[src/rtl/cordic_atan2.sv]
// cordic_atan2 -- iterative CORDIC vectoring engine.
// Rotates a signed (x, y) vector onto the +x axis one micro-rotation per
// clock and reports the accumulated angle atan2(y, x) and the scaled
// magnitude K*|v| (K ~= 1.64676, not compensated).
//
// Ports:
//   CLK, RST_N          clock, asynchronous active-low reset
//   in_valid/in_ready   input handshake; in_ready is high only in IDLE
//   x_in, y_in          signed W-bit input vector
//   out_valid/out_ready output handshake; result held until accepted
//   theta               signed AW-bit binary angle, 2^(AW-1) codes = pi
//   mag                 unsigned W+1-bit magnitude times CORDIC gain
//   busy                high while rotating or holding a result
module cordic_atan2 #(
    parameter int W    = 16,
    parameter int ITER = 14,
    parameter int AW   = 16
) (
    input  logic          CLK,
    input  logic          RST_N,
    input  logic          in_valid,
    output logic          in_ready,
    input  logic [W-1:0]  x_in,
    input  logic [W-1:0]  y_in,
    output logic          out_valid,
    input  logic          out_ready,
    output logic [AW-1:0] theta,
    output logic [W:0]    mag,
    output logic          busy
);
    // Two guard bits: one for negating -2^(W-1), one for the CORDIC gain.
    localparam int XW = W + 2;
    localparam int IW = $clog2(ITER + 1);

    // atan(2^-i) in a 32-bit binary angle (2^31 codes = pi).
    function automatic logic [31:0] atan32(input int i);
        case (i)
            0:  atan32 = 32'd536870912;  1:  atan32 = 32'd316933406;
            2:  atan32 = 32'd167458907;  3:  atan32 = 32'd85004756;
            4:  atan32 = 32'd42667331;   5:  atan32 = 32'd21354465;
            6:  atan32 = 32'd10679838;   7:  atan32 = 32'd5340245;
            8:  atan32 = 32'd2670163;    9:  atan32 = 32'd1335087;
            10: atan32 = 32'd667544;     11: atan32 = 32'd333772;
            12: atan32 = 32'd166886;     13: atan32 = 32'd83443;
            14: atan32 = 32'd41722;      15: atan32 = 32'd20861;
            16: atan32 = 32'd10430;      17: atan32 = 32'd5215;
            18: atan32 = 32'd2608;       19: atan32 = 32'd1304;
            20: atan32 = 32'd652;        21: atan32 = 32'd326;
            22: atan32 = 32'd163;        23: atan32 = 32'd81;
            24: atan32 = 32'd41;         25: atan32 = 32'd20;
            26: atan32 = 32'd10;         27: atan32 = 32'd5;
            28: atan32 = 32'd3;          29: atan32 = 32'd1;
            30: atan32 = 32'd1;          default: atan32 = 32'd0;
        endcase
    endfunction

    // Round the 32-bit table down to AW bits once, at elaboration.
    function automatic logic [ITER-1:0][AW-1:0] build_tab();
        logic [32:0] r;
        int          sh;
        build_tab = '0;
        sh = 32 - AW;
        for (int i = 0; i < ITER; i++) begin
            r = {1'b0, atan32(i)} + ((33'd1 << sh) >> 1);
            r = r >> sh;
            build_tab[i] = r[AW-1:0];
        end
    endfunction

    localparam logic [ITER-1:0][AW-1:0] T_TAB = build_tab();

    typedef enum logic [1:0] {IDLE, ROTATE, DONE} state_t;

    state_t                state_q, state_d;
    logic signed [XW-1:0]  x_q, x_d, y_q, y_d;
    logic [AW-1:0]         z_q, z_d;
    logic [IW-1:0]         i_q, i_d;
    logic                  zero_q, zero_d;
    logic [AW-1:0]         theta_q, theta_d;
    logic [W:0]            mag_q, mag_d;

    logic signed [XW-1:0]  x_ext, y_ext, x_sh, y_sh;
    logic [AW-1:0]         t_i;

    always_comb begin
        state_d = state_q;
        x_d     = x_q;
        y_d     = y_q;
        z_d     = z_q;
        i_d     = i_q;
        zero_d  = zero_q;
        theta_d = theta_q;
        mag_d   = mag_q;
        x_ext   = {{2{x_in[W-1]}}, x_in};
        y_ext   = {{2{y_in[W-1]}}, y_in};
        x_sh    = x_q >>> i_q;
        y_sh    = y_q >>> i_q;
        t_i     = T_TAB[i_q];
        case (state_q)
            IDLE: begin
                if (in_valid) begin
                    state_d = ROTATE;
                    i_d     = '0;
                    zero_d  = (x_in == '0) && (y_in == '0);
                    // Left half-plane: rotate by pi so the loop only ever
                    // has to cover (-pi/2, pi/2).
                    if (x_in[W-1]) begin
                        x_d = -x_ext;
                        y_d = -y_ext;
                        z_d = {1'b1, {(AW-1){1'b0}}};
                    end else begin
                        x_d = x_ext;
                        y_d = y_ext;
                        z_d = '0;
                    end
                end
            end
            ROTATE: begin
                if (!y_q[XW-1]) begin
                    x_d = x_q + y_sh;
                    y_d = y_q - x_sh;
                    z_d = z_q + t_i;
                end else begin
                    x_d = x_q - y_sh;
                    y_d = y_q + x_sh;
                    z_d = z_q - t_i;
                end
                i_d = i_q + IW'(1);
                if (i_q == IW'(ITER - 1)) begin
                    state_d = DONE;
                    // A zero vector still accumulates z; report 0 instead.
                    theta_d = zero_q ? '0 : z_d;
                    mag_d   = x_d[W:0];
                end
            end
            DONE: begin
                if (out_ready) state_d = IDLE;
            end
            default: state_d = IDLE;
        endcase
    end

    always_ff @(posedge CLK or negedge RST_N) begin
        if (!RST_N) begin
            state_q <= IDLE;
            x_q     <= '0;
            y_q     <= '0;
            z_q     <= '0;
            i_q     <= '0;
            zero_q  <= 1'b0;
            theta_q <= '0;
            mag_q   <= '0;
        end else begin
            state_q <= state_d;
            x_q     <= x_d;
            y_q     <= y_d;
            z_q     <= z_d;
            i_q     <= i_d;
            zero_q  <= zero_d;
            theta_q <= theta_d;
            mag_q   <= mag_d;
        end
    end

    assign in_ready  = (state_q == IDLE);
    assign out_valid = (state_q == DONE);
    assign busy      = (state_q != IDLE);
    assign theta     = theta_q;
    assign mag       = mag_q;

endmodule
[config.mk]
export PLATFORM = sky130hd
export DESIGN_NAME = cordic_atan2
export DESIGN_NICKNAME = d
export VERILOG_FILES = /design/src/rtl/cordic_atan2.sv
export SDC_FILE = /design/constraint.sdc
export NUM_CORES = 1
export LEC_CHECK = 0
export CAP_MARGIN = 20
export CORE_UTILIZATION = 66
export DETAILED_ROUTE_END_ITERATION = 12
export GPL_ROUTABILITY_DRIVEN = 0
export GPL_TIMING_DRIVEN = 1
export MAX_ROUTING_LAYER = met4
export PLACE_DENSITY = 0.88
export SYNTH_ARGS = -nofsm -noshare
export SYNTH_HDL_FRONTEND = slang
export SYNTH_SLANG_ARGS = --single-unit
[constraint.sdc]
create_clock -name CLK -period 11.2 [get_ports CLK]
set_input_delay 1.12 -clock CLK [delete_from_list [all_inputs] [get_ports CLK]]
set_output_delay 1.12 -clock CLK [all_outputs]
set_load 0.02 [all_outputs]
==> summary.md, run 1 <==
| Metric | Value |
|---|---|
| Die span in y | 123 um |
| Crit path time final | 5.55 ns |
| Critical path's largest stage delay | 0.70 ns |
| First-pass iteration count of the detailed router | 8 |
| Syn_area_per_cell | 8.36 um^2 |
| Synth cell count leaders | 122 x nand2_1, 106 x o21ai_0, 92 x dfrtp_1 |
| I/O Buffers | 71 |
| Mapped Area | a little under 0.01 mm^2 |
| Hold depth | 2 |
| Top delay family on crit path | compound AO/OA/AOI/OAI gates |
| Clk_skew | 0.0114 ns |
| Area share of the largest cell type after synthesis | 0.240 |
| Total global routing overflow | 0 |
| Row count | 43 |
| Clk root buf | clkbuf_16 |
| WL per Instance | 20.3 um |
| Vias | 9371 |
| Status | finished clean |
| Final Max Tran Viols | 0 |
| Asr flop ratio synth | 1.00 |
| DRC viols | 0 |
| RSZ-0062 raised after global routing | no |
| Worst-margin pin slew | 1.04 ns |
| CTS Sinks | 92 |
| Crit end category | flop |
| Critical path destination | x_q[17] |
| Final nets | 1270 |
| Vias per inst | ~7 |
| Final Hold Vio Count | 0 |
| Routed Antenna Nets | 0 |
| Critical Path RT | around 11 ns |
| Core ar. | 0.0140 mm^2 |
| Mapped Cells | 1148 |
| Layout cells sized above 1 | 0.0799 |
| Dpl hpwl | between 15 and 20 mm |
| Final WL | 27.6 mm |
| Count leader, synth | nand2_1 |
| Iter 0 DRT Violations | 1113 |
| Antenna Cells | 0 |
| H-tree levels | 3 |
| Top sig layer | met4 |
| EDFF count, synth | 0 |
| Clock slew at reported path FFs | 0.08 ns |
| Post-synthesis net count | 1247 |
| Setup WS pre-CTS | around 6 ns |
| CP startpoint | i_q[0] |
| Reg-to-reg slack, setup | around 5.7 ns |
| Startpoint Class | flop |
| Tot GR Track Use | 0.383 |
| First-pass GRT wire length | 42.8 mm |
| RR Endpoint | x_q[17] |
| Synth area leaders | dfrtp_1 24%, ha_1 7.8%, mux4_2 6.1%, xnor2_1 5.8%, o21ai_0 5.5% |
| Horiz. Die Dim | approximately 120 um |
| Vias in the first global route | between 8000 and 9000 |
| Final worst slack | ~5.7 ns |
| CP cell instances | buf_4, mux2i_1, mux2i_1, mux4_2, nor4_2, nor2b_1, a21oi_1, xnor2_1, ha_1, nand4_1, a211oi_1, nor2_1, a221oi_1, o31ai_1, o21ai_0, xnor2_1, or3_1, o21ai_1 |
| Largest net degree at the start of global routing | 69 |
| Period utilisation layout | 0.495 |
| Max transition margin | 0.306 |
| Reg2reg path depth | 18 |
| Max-capacitance violation count | 0 |
| DR WL met3 | 3.01 mm |
| CP max FO | between 60 and 70 |
| Yosys reg bits | 92 |
| Post-CTS Resized | 0 |
| Synth area leader | dfrtp_1 |
| Syn. warnings | 0 |
| CP Class | reg2reg |
| Post-CTS Setup Repair Bufs | 0 |
| Slowest-stage cell, CP | buf_4 |
| Initial antenna violation count | 0 |
| Top FF cell, synth | dfrtp_1 |
| Buffers and inverters on the worst path | 1 |
| Hold Crit Class | reg2reg |
| Die area | 0.0150 mm^2 |
| Sequential share of the synthesized area | 0.240 |
| Area grow syn2layout | 10.5% |
| Crit path DAT | 5.84 ns |
| I/O pins | between 70 and 80 |
| Crit. path cell count | 18 |
| Met2 routed WL | 12.3 mm |
| Buffer levels on the longest clock path | 2 |
| Achievable frequency | 0.180 GHz |
| Final Setup Violations | 0 |
| # hold bufs at CTS | 0 |
| Initial core utilization | 0.684 |
| Worst-Skew Late Latency | about 0.37 ns |
| Post-synthesis cell type count | 74 |
| Fin Setup TNS | 0 ns |
| Num CTS Buffers | 9 |
| M1 WL | 10.7 mm |
| CTS tree | yes |
| Worst reg2reg path startpoint | i_q[0] |
==> area by class of cell <==
type                    count  area (um^2)
fillers                   988         3430
clock buffers               9          225
multi-input cells         952         6860
flip-flops and latches     92         2300
well taps                 180          225
inverters                  32          120
clock inverters             7         65.1
repair buffers             84          810
==> worst reg2reg max path: cells and delay by family, from the launching register on <==
family | cells | cell delay (ns)
AND/OR/NAND/NOR | 5 | 1.18
XOR/XNOR | 2 | 0.28
adder cells (fa/ha/maj) | 1 | 0.43
flip-flops | 1 | 0.34
buffers and inverters | 1 | 0.70
AO/OA/AOI/OAI | 6 | 1.36
multiplexers | 3 | 1.19
==> layout by cell type, fill, tap and decap left out, types with 17 or more instances in the layout <==
master	count
a21oi_1	74
clkdlybuf4s50_1	70
dfrtp_1	91
ha_1	60
inv_1	31
mux2i_1	45
mux4_2	26
nand2_1	122
nand2b_1	17
nand3_1	30
nor2_1	86
nor2b_1	17
nor3_1	23
o21ai_0	106
o22ai_1	21
xnor2_1	64
xor2_1	36
==> registers in the layout, indices dropped and copies added (netlist names) <==
register	flops
x_q	18
state_q	2
theta	16
y_q	18
z_q	16
mag	17
zero_q	1
i_q	4
==> per-stage QoR <==
step	area (um^2)	utilization	instances	hold WS (ns)
after global routing	10600	0.755	1356	0.512
after detailed placement	10300	0.734	1339	0.470
after global placement	10300	0.734	1339	0.462
final	10600	0.755	1356	0.479
after CTS	10600	0.755	1355	0.486
after floorplan	9600	-	1148	0.469
==> logic make-up after synthesis <==
group,after synthesis,synth area share
AOI/OAI and AO/OA,340,0.224
xor gates and xnor gates,100,0.0912
adders and majority gates,63,0.0844
buffers and inverters,104,0.0465
DFF,92,0.240
muxes,98,0.141
and+or+nand+nor,351,0.173
==> layer usage <==
layer / vias up / global-route usage
li1: 4266 / -
met1: 4401 / 0.483
met2: 580 / 0.572
met3: 124 / 0.0678
met4: 0 / 0.235
met5: - / -
==> how the worst min path moves through the flow <==
stage | start | endpoint | slack (ns)
floorplan | z_q[0] | z_q[0] | 0.47
global placement | theta[8] | theta[8] | 0.46
detailed placement | theta[7] | theta[7] | 0.47
CTS | theta[7] | theta[7] | 0.49
global route | theta[9] | theta[9] | 0.51
finish | theta[7] | theta[7] | 0.48
Power of run 1 is not shown: default switching activity piles up to over one toggle a cycle in this logic, so the estimate is an artifact.
==> inputs of run 2 (changes only) <==
--- a/config.mk
+++ b/config.mk
@@ -6,12 +6,12 @@
 export NUM_CORES = 1
 export LEC_CHECK = 0
 export CAP_MARGIN = 20
-export CORE_UTILIZATION = 66
+export CORE_UTILIZATION = 61
 export DETAILED_ROUTE_END_ITERATION = 12
 export GPL_ROUTABILITY_DRIVEN = 0
 export GPL_TIMING_DRIVEN = 1
 export MAX_ROUTING_LAYER = met4
-export PLACE_DENSITY = 0.88
+export PLACE_DENSITY = 0.83
 export SYNTH_ARGS = -nofsm -noshare
 export SYNTH_HDL_FRONTEND = slang
 export SYNTH_SLANG_ARGS = --single-unit
==> constraint.sdc (replaced) <==
create_clock -name CLK -period 5.5 [get_ports CLK]
set_input_delay 0.55 -clock CLK [delete_from_list [all_inputs] [get_ports CLK]]
set_output_delay 0.55 -clock CLK [all_outputs]
set_load 0.02 [all_outputs]
==> run 2 against run 1 <==
Sequential share of layout area down 0.29 points. Via count decreased by 1.3%. Hold slack got worse by 0.24 ns. Routed wire length decreased by 0.50%. Sequential cell count unchanged. Critical path depth stayed put. Cell count grew 3.1%. Maximum frequency up 9.9%. Clock-buffer cell count is the same. Setup slack got worse by 5.2 ns.
==> summary.md, run 2 (synthesis results as in run 1) <==
| Metric | Value |
|---|---|
| Horiz. Die Dim | 127 um (+4.0%) |
| I/O Buffers | 71 (unchanged) |
| # hold bufs at CTS | 0 (unchanged) |
| Vias per inst | 6.61 (-4.3%) |
| Final worst slack | 0.450 ns (-5.20 ns) |
| Period utilisation layout | 0.918 (+0.423) |
| Final WL | 27.4 mm (-0.50%) |
| Crit path DAT | 5.34 ns (-0.50 ns) |
| Achievable frequency | 0.198 GHz (+9.9%) |
| Tot GR Track Use | 0.357 (-0.0264) |
| Most common cell after layout, fill and taps aside | nand2_1 |
| Num CTS Buffers | 9 (unchanged) |
| Worst-Skew Late Latency | 0.36 ns (about the same) |
| Crit path time final | 5.05 ns (-0.499 ns) |
| Min Hold Slack | 0.238 ns (-0.240 ns) |
| Area of the multi-input gates | 0.00687 mm^2 (about the same) |
| Dpl hpwl | 20.1 mm (+2.0%) |
| Clk_skew | 0.00543 ns (-0.00602 ns) |
| Cell area after placement | 0.0104 mm^2 (+1.4%) |
| Final Max Tran Viols | 0 (unchanged) |
| Core ar. | 0.0153 mm^2 (+8.7%) |
| First-pass GRT wire length | 44.3 mm (+3.5%) |
| Met2 Use GR | 0.546 (-0.0258) |
| Row count | 45 (+4.7%) |
| Final Hold Vio Count | 0 (unchanged) |
| Crit end category | flop |
| Area grow syn2layout | 12.1% |
| RSZ-0062 raised after global routing | no |
| Total global routing overflow | 0 (unchanged) |
| Clock slew at reported path FFs | 0.08 ns (about the same) |
| Vias in the first global route | 8614 (+1.7%) |
| Critical Path RT | 5.79 ns (-5.70 ns) |
| Buffer levels on the longest clock path | 2 (unchanged) |
| Vias | 9247 (-1.3%) |
| Max-capacitance violation count | 0 (unchanged) |
| Fillers | 1147 (+16%) |
| Status | finished clean |
| CTS tree | yes |
| First-pass iteration count of the detailed router | 6 (-2) |
| Largest net degree at the start of global routing | 64 (-7.2%) |
| Initial antenna violation count | 0 (unchanged) |
| Finished Cell Area | 0.0108 mm^2 (+1.5%) |
| Die area | 0.0162 mm^2 (+8.1%) |
| Reg area | 0.00231 mm^2 (+0.11%) |
| Die span in y | 127 um (+4.0%) |
| Routed Antenna Nets | 0 (unchanged) |
| Grt peak-use layer | met2 |
| CP max FO | 42 (-38%) |
| CP Class | reg2reg |
| Clk root buf | clkbuf_16 |
| Hold Crit Class | in2async |
| Initial core utilization | 0.629 (-0.0545) |
| I/O pins | 72 (unchanged) |
| Startpoint Class | flop |
| Max transition margin | 0.381 (+0.0755) |
| CTS Sinks | 92 (unchanged) |
| Worst-margin pin slew | 0.924 ns (-0.116 ns) |
| Final nets | 1281 (+0.87%) |
| H-tree levels | 3 (unchanged) |
| Reg-to-reg slack, setup | 0.45 ns (-5.20 ns) |
| WL per Instance | 19.6 um (-3.5%) |
| Iter 0 DRT Violations | 996 (-11%) |
| Setup WS pre-CTS | 0.450 ns (-5.46 ns) |
| DRC viols | 0 (unchanged) |
| GRT met3 Usage | 0.0662 (-0.00168) |
| Layout cells sized above 1 | 0.0893 (+0.00937) |
| Routing usage on met1 | 0.453 (-0.0302) |
| Commonest cells after routing, fill and taps aside | 122 x nand2_1, 106 x o21ai_0, 91 x dfrtp_1, 86 x nor2_1, 74 x a21oi_1 |
| Fin Setup TNS | 0 ns (unchanged) |
| Final Setup Violations | 0 (unchanged) |
| Antenna Cells | 0 (unchanged) |
[run 2: cell count changes in the layout (fill, tap and decap cells not counted), moves of 2 or more]
cell	previous run	this run
buf_4	13	24
clkinv_4	0	2
inv_6	3	1
clkinv_8	0	2
[run 2: worst max-delay path, stage by stage, from the launching register on]
cell and delay, ns:
dfrtp_4 0.59, buf_12 0.23, nor2_1 0.19, mux2_1 0.37, mux4_2 0.55, nor4_2 0.41
nor2b_1 0.22, a21oi_1 0.10, xnor2_1 0.14, ha_1 0.42, nand4_1 0.15, a211oi_1 0.27
nor2_1 0.11, a221oi_2 0.34, o31ai_1 0.15, o21ai_0 0.22, xnor2_1 0.11, or3_1 0.30
o21ai_1 0.08
[run 2: layout make-up]
cell class / count / share of cell area
multi-input cells: 952 / 0.638
flip-flops and latches: 92 / 0.214
clock inverters: 7 / 0.00756
inverters: 32 / 0.0112
repair buffers: 95 / 0.0837
well taps: 211 / 0.0245
clock buffers: 9 / 0.0209
[run 2: worst paths after layout]
| check | from | endpoint | cells past startpoint |
|---|---|---|---|
| worst max-delay path | i_q[0] | x_q[17] | 18 |
| worst min-delay path | RST_N | theta[6] | 1 |
| worst max register to register | i_q[0] | x_q[17] | 18 |
| worst min register to register | mag[8] | mag[8] | 2 |
| max in group asynchronous | RST_N | i_q[0] | 2 |
| min in group CLK | mag[8] | mag[8] | 2 |
[run 2: what timing repair did]
item / in CTS / in global routing
buffers inserted: 0 / 0
gates resized for setup: 0 / 2
setup endpoints to repair: 0 / 1
[run 2: stage by stage]
stage / utilization / instances
4_1_cts: 0.705 / 1398
3_5_place_dp: 0.685 / 1382
6_report: 0.705 / 1398
3_3_place_gp: 0.685 / 1382
2_1_floorplan: - / 1148
5_1_grt: 0.705 / 1398
[run 2: per-layer routing]
metal	wire length (um)	up-vias	share of wire
li1	-	4290	-
met1	11200	4359	0.41
met2	12300	495	0.45
met3	2460	103	0.090
met4	1400	0	0.051
met5	0	-	0
Power of run 2 is left out for the same reason.
